**src/rtl/pipeline_stall_ctrl.sv**
```systemverilog
// Central stall/flush control for the 5-stage pipeline: per-stage enables and bubbles,
// a small FSM for outstanding data-memory misses and killed fetches, plus perf counters.
module pipeline_stall_ctrl #(
    parameter int CNT_WIDTH = 32
) (
    input  logic                 clk,
    input  logic                 reset_n,
    input  logic                 lu_stall,
    input  logic                 redirect_valid,
    input  logic                 imem_valid,
    input  logic                 dmem_req,
    input  logic                 dmem_resp,
    output logic                 pc_en,
    output logic                 if_id_en,
    output logic                 if_id_flush,
    output logic                 id_ex_en,
    output logic                 id_ex_flush,
    output logic                 ex_mem_en,
    output logic                 mem_wb_en,
    output logic                 mem_wb_bubble,
    output logic [CNT_WIDTH-1:0] stall_cycles,
    output logic [CNT_WIDTH-1:0] flush_count
);

    typedef enum logic [1:0] {
        RUN        = 2'd0,
        DMEM_WAIT  = 2'd1,
        FETCH_KILL = 2'd2
    } state_t;

    state_t               state_q, state_d;
    logic [CNT_WIDTH-1:0] stall_q, stall_d;
    logic [CNT_WIDTH-1:0] flush_q, flush_d;
    logic                 flush_inc;
    logic                 miss;

    assign miss = dmem_req & ~dmem_resp;

    always_comb begin
        pc_en         = 1'b1;
        if_id_en      = 1'b1;
        if_id_flush   = 1'b0;
        id_ex_en      = 1'b1;
        id_ex_flush   = 1'b0;
        ex_mem_en     = 1'b1;
        mem_wb_en     = 1'b1;
        mem_wb_bubble = 1'b0;
        flush_inc     = 1'b0;
        state_d       = state_q;

        if (!reset_n) begin
            pc_en         = 1'b0;
            if_id_en      = 1'b0;
            id_ex_en      = 1'b0;
            ex_mem_en     = 1'b0;
            mem_wb_en     = 1'b0;
            if_id_flush   = 1'b1;
            id_ex_flush   = 1'b1;
            mem_wb_bubble = 1'b1;
            state_d       = RUN;
        end else begin
            case (state_q)
                RUN: begin
                    if (miss) begin
                        pc_en         = 1'b0;
                        if_id_en      = 1'b0;
                        id_ex_en      = 1'b0;
                        ex_mem_en     = 1'b0;
                        mem_wb_en     = 1'b0;
                        mem_wb_bubble = 1'b1;
                        state_d       = DMEM_WAIT;
                    end else if (redirect_valid) begin
                        // The ID instruction is wrong-path, so a load-use hazard on it is moot.
                        if_id_flush = 1'b1;
                        id_ex_flush = 1'b1;
                        flush_inc   = 1'b1;
                        if (!imem_valid)
                            state_d = FETCH_KILL;
                    end else if (lu_stall) begin
                        pc_en       = 1'b0;
                        if_id_en    = 1'b0;
                        id_ex_flush = 1'b1;
                    end else if (!imem_valid) begin
                        pc_en       = 1'b0;
                        if_id_flush = 1'b1;
                    end
                end
                DMEM_WAIT: begin
                    if (!dmem_resp) begin
                        pc_en         = 1'b0;
                        if_id_en      = 1'b0;
                        id_ex_en      = 1'b0;
                        ex_mem_en     = 1'b0;
                        mem_wb_en     = 1'b0;
                        mem_wb_bubble = 1'b1;
                    end else begin
                        state_d = RUN;
                    end
                end
                FETCH_KILL: begin
                    if (miss) begin
                        // Frozen: the old-path beat cannot be dropped yet, so stay in the kill state.
                        pc_en         = 1'b0;
                        if_id_en      = 1'b0;
                        id_ex_en      = 1'b0;
                        ex_mem_en     = 1'b0;
                        mem_wb_en     = 1'b0;
                        mem_wb_bubble = 1'b1;
                    end else if (redirect_valid) begin
                        if_id_flush = 1'b1;
                        id_ex_flush = 1'b1;
                        flush_inc   = 1'b1;
                    end else begin
                        pc_en       = 1'b0;
                        if_id_flush = 1'b1;
                        if (imem_valid)
                            state_d = RUN;
                    end
                end
                default: state_d = RUN;
            endcase
        end
    end

    always_comb begin
        stall_d = stall_q;
        flush_d = flush_q;
        if (!pc_en && (stall_q != {CNT_WIDTH{1'b1}}))
            stall_d = stall_q + CNT_WIDTH'(1);
        if (flush_inc && (flush_q != {CNT_WIDTH{1'b1}}))
            flush_d = flush_q + CNT_WIDTH'(1);
    end

    always_ff @(posedge clk or negedge reset_n) begin
        if (!reset_n) begin
            state_q <= RUN;
            stall_q <= '0;
            flush_q <= '0;
        end else begin
            state_q <= state_d;
            stall_q <= stall_d;
            flush_q <= flush_d;
        end
    end

    assign stall_cycles = stall_q;
    assign flush_count  = flush_q;

endmodule

```
**config.mk**
```make
export PLATFORM = sky130hd
export DESIGN_NAME = pipeline_stall_ctrl
export DESIGN_NICKNAME = d
export VERILOG_FILES = /design/src/rtl/pipeline_stall_ctrl.sv
export SDC_FILE = /design/constraint.sdc
export NUM_CORES = 1
export LEC_CHECK = 0
export CORE_AREA = 2 2 86 88
export CTS_CLUSTER_SIZE = 30
export DETAILED_ROUTE_END_ITERATION = 8
export DIE_AREA = 0 0 88 90
export GPL_TIMING_DRIVEN = 0
export PLACE_DENSITY = 0.78
export SLEW_MARGIN = 20
export SYNTH_ARGS = -nofsm -noshare
export SYNTH_HDL_FRONTEND = slang
export SYNTH_SLANG_ARGS = --single-unit
```
**constraint.sdc**
```tcl
create_clock -name clk -period 2.8 [get_ports clk]
set_input_delay 0.56 -clock clk [delete_from_list [all_inputs] [get_ports clk]]
set_output_delay 0.56 -clock clk [all_outputs]
set_load 0.02 [all_outputs]
```
Yosys cells after proc, flatten, opt, wreduce, memory -nomap -nowiden
Cells that the tools add are included.
{"block": "op_classes", "n_eq_ne": 10, "muxes": 43, "add_sub_neg": 2, "n_reduce_logical": 6, "n_bitwise": 2}
{"op": "32-bit by 1-bit adder with 32-bit output (second input constant)", "n": 2}
{"op": "32-bit inequality test (second input constant)", "n": 2}
{"op": "1-bit 2-to-1 mux", "n": 28}
{"op": "2-bit 2-to-1 mux", "n": 8}
{"op": "3-bit inequality test (second input constant)", "n": 4}
{"op": "4-bit inequality test (second input constant)", "n": 2}
{"op": "1-bit one-hot mux with 2 select lines", "n": 4}
{"op": "1-bit one-hot mux with 3 select lines", "n": 2}
{"op": "2-bit one-hot mux with 3 select lines", "n": 1}
{"op": "6-bit AND reduction", "n": 1}
{"op": "2-bit by 1-bit == test with 1-bit output (second input constant)", "n": 1}
{"op": "2-bit == test (second input constant)", "n": 1}
{"op": "1-bit logical AND", "n": 2}
{"op": "2-bit zero test", "n": 1}
{"op": "2-bit OR reduction", "n": 1}
{"op": "1-bit AND", "n": 1}
{"op": "1-bit zero test", "n": 1}
{"op": "1-bit NOT", "n": 1}
{"block": "totals", "regBits": 66, "in_bits": 7, "elab_cells": 66, "output_inout_bits": 72}

Depth between registers and ports, before layout
{"block": "logic_depth", "depth_word": 8, "mapped_depth": 7, "ltp_nobuf": 6}

Worst setup path after synthesis
No wires, ideal clock.
{"block": "synth_timing", "path_kind": "input-to-output", "startpoint": "in dmem_resp", "endpoint": "out id_ex_en", "arrival_ns": 1.922, "path_stages": 4, "path_slack_ns": 0.318, "required_ns": 2.240, "cell_sequence": "o21bai_1 > o21ai_0 > inv_1 > buf_4"}
{"block": "synth_via", "elab_chain_cells": 5, "word_cells_on_any_way": 6, "cone_classes": "4 x mux; 2 x bitwise"}
{"item": "from (decl)", "line": "12", "text": "input logic dmem_resp,"}
{"item": "1-bit NOT", "line": "37", "text": "assign miss = dmem_req & ~dmem_resp;"}
{"item": "1-bit AND", "line": "37"}
{"item": "1-bit 2-to-1 mux"}
{"item": "1-bit one-hot mux with 2 select lines *"}
{"item": "1-bit 2-to-1 mux *"}
{"item": "to (decl)", "line": "16", "text": "output logic id_ex_en,"}
Every way passes the cells marked *; elsewhere a longest branch is shown, timed or not.

Worst setup path after layout
{"block": "layout_timing", "startpoint": "in dmem_resp", "endpoint": "out mem_wb_en"}
{"block": "layout_via", "elab_chain_cells": 5, "word_cells_on_any_way": 6, "cone_classes": "4 x mux; 2 x bitwise"}
{"item": "1-bit NOT", "line": "37"}
{"item": "1-bit AND", "line": "37"}
{"item": "1-bit 2-to-1 mux"}
{"item": "1-bit one-hot mux with 2 select lines *", "line": "62", "text": "case (state_q)"}
{"item": "1-bit 2-to-1 mux *", "line": "51", "text": "if (!reset_n) begin"}
{"item": "to (decl)", "line": "19", "text": "output logic mem_wb_en,"}
Marks and branches as above.

==> out/qor.yml <==
yosysMostFrequentCell: "dfrtp_1"
worstPathArrival_ns: 2.15
synth_top_cell_by_area: "dfrtp_1"
drv_cap: 0
cpLargestDelayFamily: "buffers and inverters"
first_pass_iters: 4
grt_pass1_vias: 2597
drt-initial-drc-count: 87
setup_viol: 0
clk_latency_ns: 0.34
antenna_left: 0
numCtsBuffers: 9
p_leak_nw: 1.83
fin_skew_ns: 0.0142
die_area_sq_um: 7920
crit_required_ns: 2.24
grt_pass1_wl_um: 11900
routed_wirelength_um: 7090
core_area_sq_um: 7020
worstSetupStartpointType: "primary input"
vdd_drop_max_mv: 0.584
hold_path_class: "in2async"
cts_root_buf: "clkbuf_8"
ys_seq_elements: 66
die_width_um: 88
cts_setup_buffers: 0
yosys_most_used_dff: "dfrtp_1"
num_rows: 31
synth_area_leaders: "dfrtp_1 49%, xnor2_1 9.3%, xor2_1 5.7%"
drc: 0
ys_seq_area_share_pct: 48.9
portBuffers: 78
cts.repair.resized: 5
wire_per_inst_um: 13.9
synthArstFlopShare_pct: 100
slowest_stage: "clkdlybuf4s50_1"
antenna_found_initial: 0
num_vias: 2762
hold_viol_final: 0
drive_above_1_share_pct: 9.22
tightest_slew_ns: 1.06
cp_max_fo: 3
clkSinkCount: 66
rsz0062_at_grt: "false"
max_stage_delay_ns: 0.52
outcome: "finished, final reports clean"
synth-edff-count: 0
cp-end-kind: "output pin"
clk_pin_slew_ns: 0.07
dpl_cell_area_sq_um: 4300
cts_htree_levels: 3
max_freq_mhz: 369
crit_path_frequent_cell: "clkdlybuf4s50_1"
worst-path-buf-inv: 4
chipHeight_um: 90
min_period_ns: 2.71
hold_buffers: 0
grtUsageTotal_pct: 18.9
fin_area_sq_um: 4520
slew_viol_final: 0
synth_cell_types: 44
yosysWarningCount: 0
whs_ns: 0.0690
synth_fp_nets: 326
tritoncts: "built"
max_slew_margin_pct: 28.9
area_growth_pct: 34.0
place_congestion: 0.820
syn-cell-area_sq_um: 3370
syn_inst: 317
r2r_slack_ns: 0.29
antennaDiodeCount: 0
viasPerCell: 5.41
period_share_pct: 96.9
cp_cell_sequence: "clkdlybuf4s50_1 > o21bai_2 > o21ai_2 > inv_1 > buf_4 > clkdlybuf4s50_1"
layout.nets: 416
start_util_pct: 48.1
dp_hpwl_um: 5160
avgSynthCellArea_sq_um: 10.6
path_class: "in2out"
cts.path.max_buffers: 2
powerDensity_nw_per_um2: 580
yosysTopAreaCellShare_pct: 48.9
ys_top_cells_by_count: "66 x dfrtp_1, 36 x xnor2_1, 29 x nand2_1, 23 x nand3_1, 22 x xor2_1"
grt_max_degree: 49
gr-total-overflow: 0
ios: 79
per-stage QoR:
step / setup TNS (ns) / utilization (%) / setup slack [ns] / power, mW / instances
floorplan: 0 / - / 0.318 / 1.53 / 317
global placement: -236.62 / 61.0 / -2.76 / 1.83 / 494
finish: 0 / 64.4 / 0.0874 / 2.62 / 511
CTS: 0 / 64.2 / 0.0272 / 2.65 / 511
global route: 0 / 64.4 / 0.000206 / 2.74 / 511
detailed placement: -0.724 / 61.3 / -0.128 / 1.84 / 495
flip-flops by register name, indices dropped and copies added, names as in the netlist:
signal / cells
stall_cycles: 32
state_q: 2
flush_count: 32
placed cells by master, fill, tap and decap left out, types with 3 or more instances in the layout:
cell              n
and2_1            3
xnor2_1          36
o31ai_1           3
inv_1             9
mux2_2            5
and3_1            5
nor2_1           15
a311oi_1          5
nor3_1           19
xor2_1           22
clkbuf_1          8
or3_1             3
nand3_1          23
clkdlybuf4s50_1  73
nand4_1          21
clkbuf_8         11
nand2_1          29
and4_1           10
dfrtp_1          66
o21ai_0           4
nand2b_1          3
path summary, 6_finish.rpt:
path,cells past startpoint,endpoint,start
min in group clk,1,flush_count[28],flush_count[28]
max in group asynchronous,2,stall_cycles[28],reset_n
max,6,mem_wb_en,dmem_resp
min,1,flush_count[27],reset_n
min reg2reg,1,flush_count[28],flush_count[28]
max reg2reg,6,flush_count[1],flush_count[0]
cells by family after synthesis:
| kind of cell | synth area share [%] |
|---|---|
| AND/OR/NAND/NOR | 25.0 |
| flip-flops | 48.9 |
| XOR/XNOR | 15.1 |
| AO/OA/AOI/OAI | 5.90 |
| buffers and inverters | 2.67 |
| multiplexers | 1.67 |
| adder cells (fa/ha/maj) | 0.741 |
where the power goes:
part / internal (mW) / total, mW / switching, mW
clock: 0.460 / 0.800 / 0.340
combinational: 0.314 / 0.637 / 0.323
sequential: 1.06 / 1.18 / 0.127
per-layer routing:
layer	routed length, um	part of all wire (%)	global-route usage [%]	vias up
met2	3470	49	30.6	68
met3	297	4.2	3.67	10
met1	3210	45	24.3	1359
met5	0	0	0	-
met4	119	1.7	8.08	0
li1	-	-	-	1325
cell type report:
| cell class | instances | area (sq um) |
|---|---|---|
| timing repair buffer | 79 | 812 |
| clock inverter | 2 | 35.0 |
| multi-input combinational | 232 | 1650 |
| fill | 570 | 2500 |
| tap | 99 | 124 |
| clock buffer | 14 | 163 |
| buffer | 9 | 50.0 |
| sequential | 66 | 1650 |
| inverter | 10 | 40.0 |
No activity file was read; power rests on OpenSTA's default activity.
